File: config.mk
export PLATFORM = sky130hd
export DESIGN_NAME = serial_add_ctrl
export DESIGN_NICKNAME = d
export VERILOG_FILES = /design/src/rtl/serial_add_ctrl.sv
export SDC_FILE = /design/constraint.sdc
export NUM_CORES = 1
export LEC_CHECK = 0
export CAP_MARGIN = 20
export CORE_ASPECT_RATIO = 1.1
export CORE_UTILIZATION = 47
export CTS_CLUSTER_SIZE = 40
export DETAILED_ROUTE_END_ITERATION = 7
export PLACE_DENSITY = 0.75
export SLEW_MARGIN = 0
export SYNTH_ARGS = -nofsm -noshare
export SYNTH_HDL_FRONTEND = slang
export SYNTH_SLANG_ARGS = --single-unit
File: constraint.sdc
create_clock -name clk -period 1.1 [get_ports clk]
set_input_delay 0.22 -clock clk [delete_from_list [all_inputs] [get_ports clk]]
set_output_delay 0.22 -clock clk [all_outputs]
set_load 0.005 [all_outputs]
File: src/rtl/serial_add_ctrl.sv
// -----------------------------------------------------------------------------
// serial_add_ctrl
//
// Bit-serial adder controller. A single FA_str full-adder cell is sequenced
// over WIDTH clock cycles, LSB first, to form a_in + b_in + c_in. The block
// owns the operand shift registers, the carry flop, the bit counter and the
// start/done handshake.
//
// Ports
//   clk      : system clock, rising edge active
//   rst      : synchronous, active-high reset (clears state and results)
//   start    : request pulse, honoured only while idle
//   a_in     : operand A, captured on the accepting edge
//   b_in     : operand B, captured on the accepting edge
//   c_in     : initial carry, captured on the accepting edge
//   busy     : high while bits are being added
//   done     : one-cycle pulse, sum_out/c_out valid from this cycle on
//   sum_out  : WIDTH-bit result, holds the last completed addition
//   c_out    : final carry-out, holds the last completed addition
// -----------------------------------------------------------------------------

// 1-bit full adder: the only arithmetic element of the serial adder.
module FA_str (
   input  logic a,
   input  logic b,
   input  logic c_in,
   output logic sum,
   output logic c_out
);

   logic p;

   assign p     = a ^ b;
   assign sum   = p ^ c_in;
   assign c_out = (a & b) | (c_in & p);

endmodule

module serial_add_ctrl #(
   parameter int WIDTH = 8
) (
   input  logic             clk,
   input  logic             rst,
   input  logic             start,
   input  logic [WIDTH-1:0] a_in,
   input  logic [WIDTH-1:0] b_in,
   input  logic             c_in,
   output logic             busy,
   output logic             done,
   output logic [WIDTH-1:0] sum_out,
   output logic             c_out
);

   localparam int                CNT_W = $clog2(WIDTH) + 1;
   localparam logic [CNT_W-1:0]  LAST  = CNT_W'(WIDTH - 1);

   typedef enum logic [1:0] {
      ST_IDLE = 2'd0,
      ST_RUN  = 2'd1,
      ST_DONE = 2'd2
   } state_t;

   state_t           state;
   logic [WIDTH-1:0] a_sh;
   logic [WIDTH-1:0] b_sh;
   logic [WIDTH-1:0] s_sh;
   logic             carry;
   logic [CNT_W-1:0] count;

   logic             fa_sum;
   logic             fa_cout;
   logic [WIDTH-1:0] s_next;

   // Shift v right by one and place b in the MSB. Written with shifts so it
   // stays legal for WIDTH == 1, where it simply returns b.
   function automatic logic [WIDTH-1:0] shift_in_msb(input logic [WIDTH-1:0] v,
                                                     input logic             b);
      return (v >> 1) | (WIDTH'(b) << (WIDTH - 1));
   endfunction

   FA_str u_fa (
      .a     (a_sh[0]),
      .b     (b_sh[0]),
      .c_in  (carry),
      .sum   (fa_sum),
      .c_out (fa_cout)
   );

   // Sum bits enter at the MSB so after WIDTH shifts bit 0 is the LSB result.
   assign s_next = shift_in_msb(s_sh, fa_sum);

   always_ff @(posedge clk) begin
      if (rst) begin
         state   <= ST_IDLE;
         a_sh    <= '0;
         b_sh    <= '0;
         s_sh    <= '0;
         carry   <= 1'b0;
         count   <= '0;
         busy    <= 1'b0;
         done    <= 1'b0;
         sum_out <= '0;
         c_out   <= 1'b0;
      end else begin
         case (state)
            ST_IDLE: begin
               if (start) begin
                  a_sh  <= a_in;
                  b_sh  <= b_in;
                  s_sh  <= '0;
                  carry <= c_in;
                  count <= '0;
                  busy  <= 1'b1;
                  state <= ST_RUN;
               end
            end

            ST_RUN: begin
               s_sh  <= s_next;
               a_sh  <= a_sh >> 1;
               b_sh  <= b_sh >> 1;
               carry <= fa_cout;
               count <= count + 1'b1;
               // Last bit: publish the full result in one step so the
               // outputs never expose a partially shifted sum.
               if (count == LAST) begin
                  sum_out <= s_next;
                  c_out   <= fa_cout;
                  busy    <= 1'b0;
                  done    <= 1'b1;
                  state   <= ST_DONE;
               end
            end

            ST_DONE: begin
               done  <= 1'b0;
               state <= ST_IDLE;
            end

            default: begin
               busy  <= 1'b0;
               done  <= 1'b0;
               state <= ST_IDLE;
            end
         endcase
      end
   end

endmodule

== Word level (Yosys, flattened, before mapping) ==
Index checks and enable logic that the tools add are counted.
Cells by class
  add/subtract/negate cells: 1
  equality and inequality tests: 5
  muxes and demuxes: 18
  bitwise logic cells: 8
  reduce and logical (&&, ||, !) cells: 7
Operators with widths (count)
  8-bit case mux with 2 select lines: 3
  8-bit two-way mux: 3
  7-bit by 8-bit OR with 8-bit output: 1
  4-bit case mux with 2 select lines: 1
  2-bit AND reduction: 4
  4-bit by 1-bit adder with 4-bit output (second input constant): 1
  4-bit by 3-bit equality test with 1-bit output (second input constant): 1
  1-bit two-way mux: 4
  2-bit two-way mux: 2
  4-bit two-way mux: 1
  2-bit != test (second input constant): 2
  1-bit case mux with 2 select lines: 2
  2-bit case mux with 2 select lines: 1
  1-bit case mux with 3 select lines: 1
  3-bit AND reduction: 1
  1-bit AND: 2
  2-bit by 1-bit equality test with 1-bit output (second input constant): 1
  2-bit equality test (second input constant): 1
  2-bit logical NOT: 1
  1-bit inverter: 2
  2-bit nonzero test: 1
  1-bit XOR: 2
  1-bit OR: 1
Storage, ports and cells
  flip-flop bits (word level): 42
  output and inout bits: 11
  word-level logic and storage cells: 49

== Depth between registers and ports, before layout ==
Gate-level depths: netlist of the first run.
  word-level depth: 4
  gate-level depth with buffers: 6
  gate-level depth less buffers: 4

== Cells and area by module ==
A second synthesis of the first run with hierarchy kept.
Unflattened totals
  cells, all modules: 193
  area total of the unflattened synthesis: 1744.2 um^2
Modules (own cells, without submodules)
  serial_add_ctrl: times used 1, cells an instance 192, area an instance 1724.2 um^2
  FA_str: times used 1, cells an instance 1, area an instance 20.0 um^2

== Worst setup path before layout of the first run ==
No wires, ideal clock.
  path type: flip-flop to flip-flop
  start point: register count[0]
  end point: register state[1]
  setup time: 0.121 ns
  data arrival time: 1.102 ns
  data required time: 0.979 ns
  setup slack: -0.123 ns
  cell stages (with the launch flop): 6
  path buffers: 1
  period minus slack after synthesis: 1.223 ns
  cells stage by stage: dfxtp_1 ha_1 and3b_1 and2_1 buf_4 nor2b_1
On the way
  longest elaborated chain between the ends: 3
RTL lines
  start, declared: line 68  | logic [CNT_W-1:0] count;
  start signal, assigned: line 123  | count <= count + 1'b1;
  4-bit by 3-bit equality test with 1-bit output: line 126  | if (count == LAST) begin
  2-bit != test (no source line)
  2-bit AND reduction (no source line)
  end signal, assigned: line 131  | state <= ST_DONE;
  end signal, assigned: line 137  | state <= ST_IDLE;
  end signal, assigned: line 143  | state <= ST_IDLE;
  end, declared: line 63  | state_t state;
No other way between the ends.
A chain may end at the register's enable or synchronous reset.

== Worst setup path in the final report of the first run ==
  start point: register count[1]
  end point: register state[0]
The elaborated chain is that of the path after synthesis.

==> metrics.txt, run 1 <==
status=complete, but fails checks; failing checks=negative setup slack; Psw=866.7 µW; count leader, synth=dfxtp_1; total grt overflow=0; hold path cells=2; CP Depth=3; FF/Latch Area=847.1 µm²; # IOs=31; Slew @ Worst Pin=0.3649 ns; FF-to-FF End=state[0]$_SDFFE_PP0P_; final setup vio count=19; main combinational cell family by area after synthesis=compound AO/OA/AOI/OAI gates; CTS Buf Count=5; pin count of the biggest net entering global routing=28; Top FF cell, synth=dfxtp_1; CTS tree=built; Die H=68.21 µm; startpoint types=flip-flop; Critical Path Start=count[1]$_SDFFE_PP0P_; yosys warns=0; Reg2Reg Launch Point=count[1]$_SDFFE_PP0P_; row count=23; unrepaired setup endpoints after global routing=yes; Worst R2R Setup Slack=-0.15 ns; Initial DRC Count=117; starting density of the core=0.5007; Yosys cell types=36; Hold Path Class=reg -> reg; proportion of synthesized area in mux cells=0; CP required=1.26 ns; P&R area growth vs syn=50.43%; initial antenna violation count=0; clock power share=0.364; CTS sink count=41; NumNets Final=273; Critical Path End Type=flip-flop; Clock Tree Buf Depth=2; WL final=4876 µm; Max Transition Viols Final=0; syn_nets=219; core area=3741 µm²; drt wl/cell=16.15 µm; share of the synthesized area in the top cell type=0.4382; WP buf/inv=0; vias in the first global route=1665; Post-Synth Adder-Cell Area=0.01737; reg2reg path depth=3; Int Pwr=2609 µW; Largest delay share family, worst path=compound AO/OA/AOI/OAI gates; fin util=0.7532; final period utilization=1.141; Seq pwr share=0.465; Min Clock Period, post-route=1.255 ns; drc violations=0; area of the multi-input gates=1109 µm²; XOR/XNOR share of the synthesized area=0; root buf cell=clkbuf_8; Comb pwr share=0.170; Hold Worst Slack=0.4725 ns; PortBufs=30; synth cell count leaders=41 x dfxtp_1, 32 x nor2_1, 13 x o2bb2ai_1; Hold Path End=sum_out[0]$_SDFFE_PP0P_; post-synthesis compound-gate area fraction=0.2518; Max IR drop VDD=0.9688 mV; Post-DP HPWL=2853 µm; Post-synth ARST share=0; Final GP Congestion=0.7820; cell taking the most area after synthesis=dfxtp_1; Max stage delay on crit path=0.38 ns; Die Wd=62.19 µm; main area contributors after synthesis=dfxtp_1 44%, nor2_1 6.4%, o2bb2ai_1 6.1%, a211oi_2 6.0%, nand4b_1 4.2%; Total GRT Usage=0.2346; Power Density=1234 nW/µm²; Vias/cell=5.540; synthesized netlist cell count=197; MaxCap Viol Count=0; n_diodes=0; Crit Path Class=reg -> reg; Mapped Area=1873 µm²; H-Tree Depth=2; final hold vios=0; Syn Area/Cell=9.508 µm²; clk_skew=0.009971 ns; crit-path max FO=5; Net Sw Frac=0.2493; first-pass GRT wire length=7617 µm; Synth Area in Simple Gates=0.2151; fill count=255; drt first pass iters=4; Data arrival, critical path=1.41 ns; Post-CTS Hold Buffers=0; number of flops mapped to enable cells by yosys=0; ordered list of cells on the worst path=ha_4 -> and3b_2 -> a2111oi_2; Clk Latency, worst-skew pair=0.29 ns; die area=4242 µm²; final antenna-violating net count=0; Pleak=0.001044 µW; critical path's slowest cell=a2111oi_2; Rel. slew slack=0.7563; register area share after synthesis=0.4382; Worst Setup Slack, final=-0.1548 ns; layout cells sized above 1=0.4802; min-delay src=sum_out[0]$_SDFFE_PP0P_; Fmax=0.7969 GHz; clk slew on worst S/H paths=0.08 ns; synthesis-stage register bit count=41; via count=1673
==> worst reg2reg max path: cells and delay by family, from the launching register on <==
family,cells,cell delay (ns)
AOI/OAI and AO/OA,1,0.39
and+or+nand+nor,1,0.25
DFF,1,0.34
adders and majority gates,1,0.16
==> layout by cell type (no fill, tap or decap), types with 4 or more instances in the layout <==
master / instances
nor2_1: 26
dfxtp_1: 24
buf_4: 20
clkdlybuf4s50_1: 18
a211oi_2: 15
dfxtp_2: 15
buf_6: 12
nor2_2: 11
nand2b_1: 10
clkdlybuf4s15_1: 10
nand4b_1: 9
o2bb2ai_1: 8
a22oi_1: 8
o21ai_2: 7
clkbuf_8: 6
o2bb2ai_2: 5
nor2_4: 4
nand2_1: 4
==> layout make-up <==
| cell class | count | area share |
|---|---|---|
| Clock buffer | 6 | 0.02931 |
| Clock inverter | 2 | 0.01332 |
| Inverter | 2 | 0.003552 |
| Multi-Input combinational cell | 134 | 0.3934 |
| Sequential cell | 41 | 0.3006 |
| Tap cell | 50 | 0.02220 |
| Timing Repair Buffer | 67 | 0.2376 |
==> cell families after synthesis <==
kind of cell | after synthesis
AND/OR/NAND/NOR | 74
AO/OA/AOI/OAI | 58
flip-flops | 41
buffers and inverters | 22
adder cells (fa/ha/maj) | 2
==> routing by layer <==
layer | global-route usage | wire [µm] | vias up
met1 | 0.2746 | 2000 | 816
met3 | 0.04167 | 180 | 4
met5 | 0 | 0 | -
met2 | 0.4217 | 2661 | 37
li1 | - | - | 816
met4 | 0.1163 | 34 | 0
==> timing repair <==
| item | 4_1_cts | 5_1_grt |
|---|---|---|
| gates resized for setup | 54 | 44 |
| pin swaps | 26 | 13 |
| gates cloned | 3 | 0 |
| buffers inserted | 3 | 1 |
| setup endpoints to repair | 52 | 49 |
==> flip-flops by register name, indices dropped and copies added, names as in the netlist, 2 cells and up <==
register	cells
a_sh	8
b_sh	8
count	4
s_sh	7
state	2
sum_out	8
==> power by group through the flow <==
stage               sequential, µW  clock (µW)  combinational [µW]
floorplan                     1630           0                 296
global placement              1640           0                 461
detailed placement            1640           0                 481
CTS                           1600        1280                 518
global route                  1630        1350                 635
finish                        1620        1270                 592
==> through the flow <==
step	cells	setup WS (ns)	setup TNS, ns	total power [µW]	instance area, µm²
after floorplan	197	-0.05797	-0.6798	1922	1897
after global placement	287	-0.3806	-11.41	2097	2384
after detailed placement	287	-0.5104	-13.60	2118	2384
after CTS	301	-0.1094	-1.100	3405	2654
after global routing	302	-0.1847	-3.016	3609	2818
final	302	-0.1548	-1.587	3476	2818
==> how the worst max path moves through the flow <==
stage,endpoint,slack (ns)
final,state[0]$_SDFFE_PP0P_,-0.15
after global routing,state[0]$_SDFFE_PP0P_,-0.18
after CTS,sum_out[6]$_SDFFE_PP0P_,-0.11
after detailed placement,b_sh[1]$_SDFFE_PP0P_,-0.51
after global placement,carry$_SDFFE_PP0P_,-0.38
after floorplan,state[1]$_SDFFE_PP0P_,-0.06
(Power assumes the default switching activity.)
==> run 2: changes to the inputs <==
Settings changed: CORE_ASPECT_RATIO 1.1 to not set.
==> run 2 against run 1 <==
Effect of this change: the run still ends with negative setup slack left; largest power group unchanged; combinational power fell by 5.2%; first-iteration DRC count fell by 6.8%; power fell by 1.4%; via count fell by 3.1%; cell count fell by 3.0%; highest routed layer unchanged; critical path type unchanged.
==> metrics.txt, run 2 (synthesis results as in run 1) <==
pin count of the biggest net entering global routing=24; final hold vios=0; Setup WS pre-CTS=-0.4174 ns; Hold Path Class=reg -> reg; Fmax=0.8093 GHz; MaxCap Viol Count=0; clk_skew=0.006415 ns; critical path's slowest cell=dfxtp_2; Total GRT Usage=0.2102; clk slew on worst S/H paths=0.08 ns; first-pass GRT wire length=6810 µm; startpoint types=flip-flop; most frequent cells in the layout=28 x nor2_1, 24 x dfxtp_1, 18 x clkdlybuf4s50_1; CTS Buf Count=5; Power Density=1248 nW/µm²; row count=22; root buf cell=clkbuf_8; via count=1621; Critical Path End Type=flip-flop; unrepaired setup endpoints after global routing=yes; Vias/cell=5.532; drt wl/cell=15.44 µm; WL final=4523 µm; total grt overflow=0; starting density of the core=0.5003; H-Tree Depth=2; Max Transition Viols Final=0; layout cells sized above 1=0.4490; failing checks=negative setup slack; placed insts=278; Layout Cells excl Fill=293; core area=3744 µm²; WP buf/inv=1; Final GP Congestion=0.7849; drt first pass iters=4; crit-path max FO=10; Pleak=0.001010 µW; Largest delay share family, worst path=simple AND/OR/NAND/NOR gates; Hold Worst Slack=0.4776 ns; drc violations=0; final antenna-violating net count=0; Die H=65.13 µm; Max IR drop VDD=0.7897 mV; fin util=0.7340; Slew @ Worst Pin=0.3089 ns; Post-CTS Hold Buffers=0; Max stage delay on crit path=0.36 ns; Min Clock Period, post-route=1.236 ns; commonest non-fill, non-tap cell in the layout=nor2_1; Data arrival, critical path=1.45 ns; final setup TNS=-1.779 ns; ordered list of cells on the worst path=ha_4 -> and3b_2 -> buf_4 -> nand4b_1 -> o21ai_2; vias in the first global route=1571; initial antenna violation count=0; Die Wd=65.13 µm; PortBufs=30; CP required=1.32 ns; die area=4242 µm²; status=complete, but fails checks; largest registers=a_sh x8, b_sh x8, sum_out x8; NumNets Final=266; final period utilization=1.123; Clk Latency, worst-skew pair=0.29 ns; Crit Path Class=reg -> reg; # IOs=31; CTS tree=built; Post-DP HPWL=2784 µm; Rel. slew slack=0.7936; CTS sink count=41; Initial DRC Count=109; final setup vio count=27; Worst Setup Slack, final=-0.1357 ns; P&R area growth vs syn=46.69%; n_diodes=0; Clock Tree Buf Depth=2; fill count=261
## run 2: stage by stage
step / area, µm² / total power (µW)
after floorplan: 1897 / 1922
after global placement: 2328 / 2076
after detailed placement: 2328 / 2097
after CTS: 2505 / 3373
after global routing: 2748 / 3560
final: 2748 / 3428
## run 2: routing by layer
metal | vias up | global-route usage | wire (µm)
met5 | - | 0 | 0
met4 | 0 | 0.07337 | 80
met3 | 8 | 0.04514 | 158
met2 | 36 | 0.3932 | 2392
met1 | 779 | 0.2320 | 1891
li1 | 798 | - | -
## run 2: worst register-to-register path, cell delays in order, from the launching register on
cell,delay (ns)
dfxtp_2,0.36
ha_4,0.15
and3b_2,0.22
buf_4,0.19
nand4b_1,0.16
o21ai_2,0.11
## run 2: worst paths after layout
kind         slack, ns             startpoint                 endpoint  depth (start not counted)
max              -0.14  count[1]$_SDFFE_PP0P_  sum_out[2]$_SDFFE_PP0P_                          5
min               0.48     c_out$_SDFFE_PP0P_       c_out$_SDFFE_PP0P_                          2
max reg2reg      -0.14  count[1]$_SDFFE_PP0P_  sum_out[2]$_SDFFE_PP0P_                          5
min reg2reg       0.48     c_out$_SDFFE_PP0P_       c_out$_SDFFE_PP0P_                          2
## run 2: repair_timing
item                                    in CTS  in global routing
gates cloned                                 1                  2
setup buffers                                0                  5
resized for setup                           30                 59
pin swaps                                    0                 28
hold endpoints to repair                     0                  0
endpoints found under the setup margin      52                 50
## run 2: power by group
| group | switching, µW | leakage [µW] | internal, µW |
|---|---|---|---|
| clock | 516 | 0.0000574 | 738 |
| combinational | 251 | 0.000609 | 310 |
| sequential | 60.9 | 0.000343 | 1550 |
| total | 828 | 0.00101 | 2600 |
## run 2: final cells by class
class                   instances  area, µm²  share of cell area
well taps                      48      60.06             0.02186
multi-input cells             134       1071              0.3898
clock buffers                   6      82.58             0.03005
clock inverters                 2      37.54             0.01366
repair buffers                 60      639.4              0.2327
flip-flops and latches         41      847.1              0.3083
inverters                       2      10.01            0.003643
==> run 3: changes to the inputs <==
Settings changed: CORE_UTILIZATION 47 to 46, PLACE_DENSITY 0.75 to 0.74, SYNTH_HIERARCHICAL set to 1.
==> run 3 against run 2 <==
Effect of this change: the run still ends with negative setup slack left; clock-buffer cell count rose by 1; global-route usage rose by 2.4 points; critical path type unchanged; die area fell by 4.7%; setup slack got worse by 0.0025 ns; register-to-register slack barely moved; via count rose by 0.37%.
==> metrics.txt, run 3 <==
Reg2Reg Launch Point=count[0]$_SDFFE_PP0P_; Yosys cell types=32; min-delay src=c_out$_SDFFE_PP0P_; Top FF cell, synth=dfxtp_1; total grt overflow=0; commonest non-fill, non-tap cell in the layout=nor2_1; crit-path max FO=2; via count=1627; synth cell count leaders=41 x dfxtp_1, 41 x nor2_1, 16 x a211oi_1; Setup WS pre-CTS=-0.5276 ns; Worst Setup Slack, final=-0.1382 ns; largest registers=a_sh x8, b_sh x8, sum_out x8; die area=4042 µm²; Data arrival, critical path=1.46 ns; status=complete, but fails checks; Hold Path Class=reg -> reg; Vias/cell=5.534; CTS tree=built; unrepaired setup endpoints after global routing=yes; final period utilization=1.126; most frequent cells in the layout=36 x nor2_1, 23 x dfxtp_1, 20 x buf_4; Clock Tree Buf Depth=2; Fmax=0.8076 GHz; drt first pass iters=4; PortBufs=30; root buf cell=clkbuf_8; Critical Path End Type=flip-flop; P&R area growth vs syn=53.66%; Final Cell Area=2680 µm²; Die Wd=63.58 µm; CTS Buf Count=5; Clk Latency, worst-skew pair=0.30 ns; Power Density=1264 nW/µm²; layout cells sized above 1=0.3902; drc violations=0; cell taking the most area after synthesis=dfxtp_1; Post-DP HPWL=2704 µm; final setup TNS=-1.063 ns; number of flops mapped to enable cells by yosys=0; Syn Area/Cell=9.037 µm²; register area share after synthesis=0.4706; Rel. slew slack=0.8063; vias in the first global route=1607; synthesis-stage register bit count=41; MaxCap Viol Count=0; Total GRT Usage=0.2340; Critical Path Start=count[0]$_SDFFE_PP0P_; Post-DP Area=2262 µm²; Max Transition Viols Final=0; n_diodes=0; pin count of the biggest net entering global routing=36; yosys warns=6; Pleak=0.0009982 µW; NumNets Final=267; Min Clock Period, post-route=1.238 ns; failing checks=negative setup slack; starting density of the core=0.4764; row count=22; startpoint types=flip-flop; Initial DRC Count=95; Pwr Total=3387 µW; ordered list of cells on the worst path=buf_6 -> nand3_1 -> or4_4 -> a31oi_4; first-pass GRT wire length=7376 µm; main area contributors after synthesis=dfxtp_1 47%, nor2_1 8.8%, a211oi_1 6.9%, o2bb2ai_1 6.5%, nand4b_1 4.5%; final setup vio count=22; initial antenna violation count=0; CTS sink count=41; Max stage delay on crit path=0.45 ns; critical path's slowest cell=or4_4; Post-synth ARST share=0; Mapped Area=1744 µm²; Final GP Congestion=0.7396; clk slew on worst S/H paths=0.07 ns; synthesized netlist cell count=193; Crit Path Class=reg -> reg; final antenna-violating net count=0; clk_skew=0.01059 ns; core area=3661 µm²; syn_nets=215; Die H=63.58 µm; H-Tree Depth=2; Slew @ Worst Pin=0.2906 ns; share of the synthesized area in the top cell type=0.4706; CP required=1.33 ns; WL final=4801 µm; final hold vios=0; # IOs=31; drt wl/cell=16.33 µm; Max IR drop VDD=0.8878 mV; Post-CTS Hold Buffers=0
==> run 3: what timing repair did <==
action	in CTS	in global routing
hold endpoints to repair	0	0
setup buffers	4	3
cloned	1	1
gates resized for setup	50	39
pin swaps	7	17
endpoints found under the setup margin	48	47
==> run 3: cells by family (layout without fill, tap and decap cells) <==
group	after synthesis	count (layout)	share of synthesized area
AOI/OAI and AO/OA	56	57	0.2346
adders and majority gates	2	2	0.01865
and+or+nand+nor	74	74	0.2188
muxes	1	1	0.005739
DFF	41	41	0.4706
buffers and inverters	19	71	0.05164
==> run 3: path summary, 6_finish.rpt <==
check / cells after the start / endpoint / slack [ns]
setup / recovery: 4 / count[3]$_SDFFE_PP0P_ / -0.14
hold / removal: 2 / c_out$_SDFFE_PP0P_ / 0.48
setup reg to reg: 4 / count[3]$_SDFFE_PP0P_ / -0.14
hold reg to reg: 2 / c_out$_SDFFE_PP0P_ / 0.48
==> run 3: power by group <==
part	switching, µW	internal [µW]
logic	251	286
clock network	507	740
registers	54.7	1550
==> run 3: area by class of cell <==
cell class	instances	area, µm²
fill	260	980.9
multi-input combinational	134	1033
clock buffer	7	86.33
timing repair buffer	61	608.1
sequential	41	850.8
tap	48	60.06
inverter	2	11.26
clock inverter	1	30.03
==> run 3: layer usage <==
layer	vias up	global-route usage	routed length, µm
met2	32	0.3896	2468
met1	783	0.2904	2132
li1	805	-	-
met3	7	0.05616	143
met5	-	0	0
met4	0	0.08523	57
==> run 3: stage by stage <==
stage | util | hold slack (ns) | cells
2_1_floorplan | - | 0.3683 | 193
3_3_place_gp | 0.6179 | 0.4525 | 277
3_5_place_dp | 0.6179 | 0.4617 | 277
4_1_cts | 0.6880 | 0.4689 | 290
5_1_grt | 0.7321 | 0.4976 | 294
6_report | 0.7321 | 0.4758 | 294
==> run 3: worst max-delay path, delay by kind of cell (launching register included) <==
kind                   cells  cell delay, ns
AO/OA/AOI/OAI              1            0.18
buffers and inverters      1            0.11
flip-flops                 1            0.36
AND/OR/NAND/NOR            2            0.53
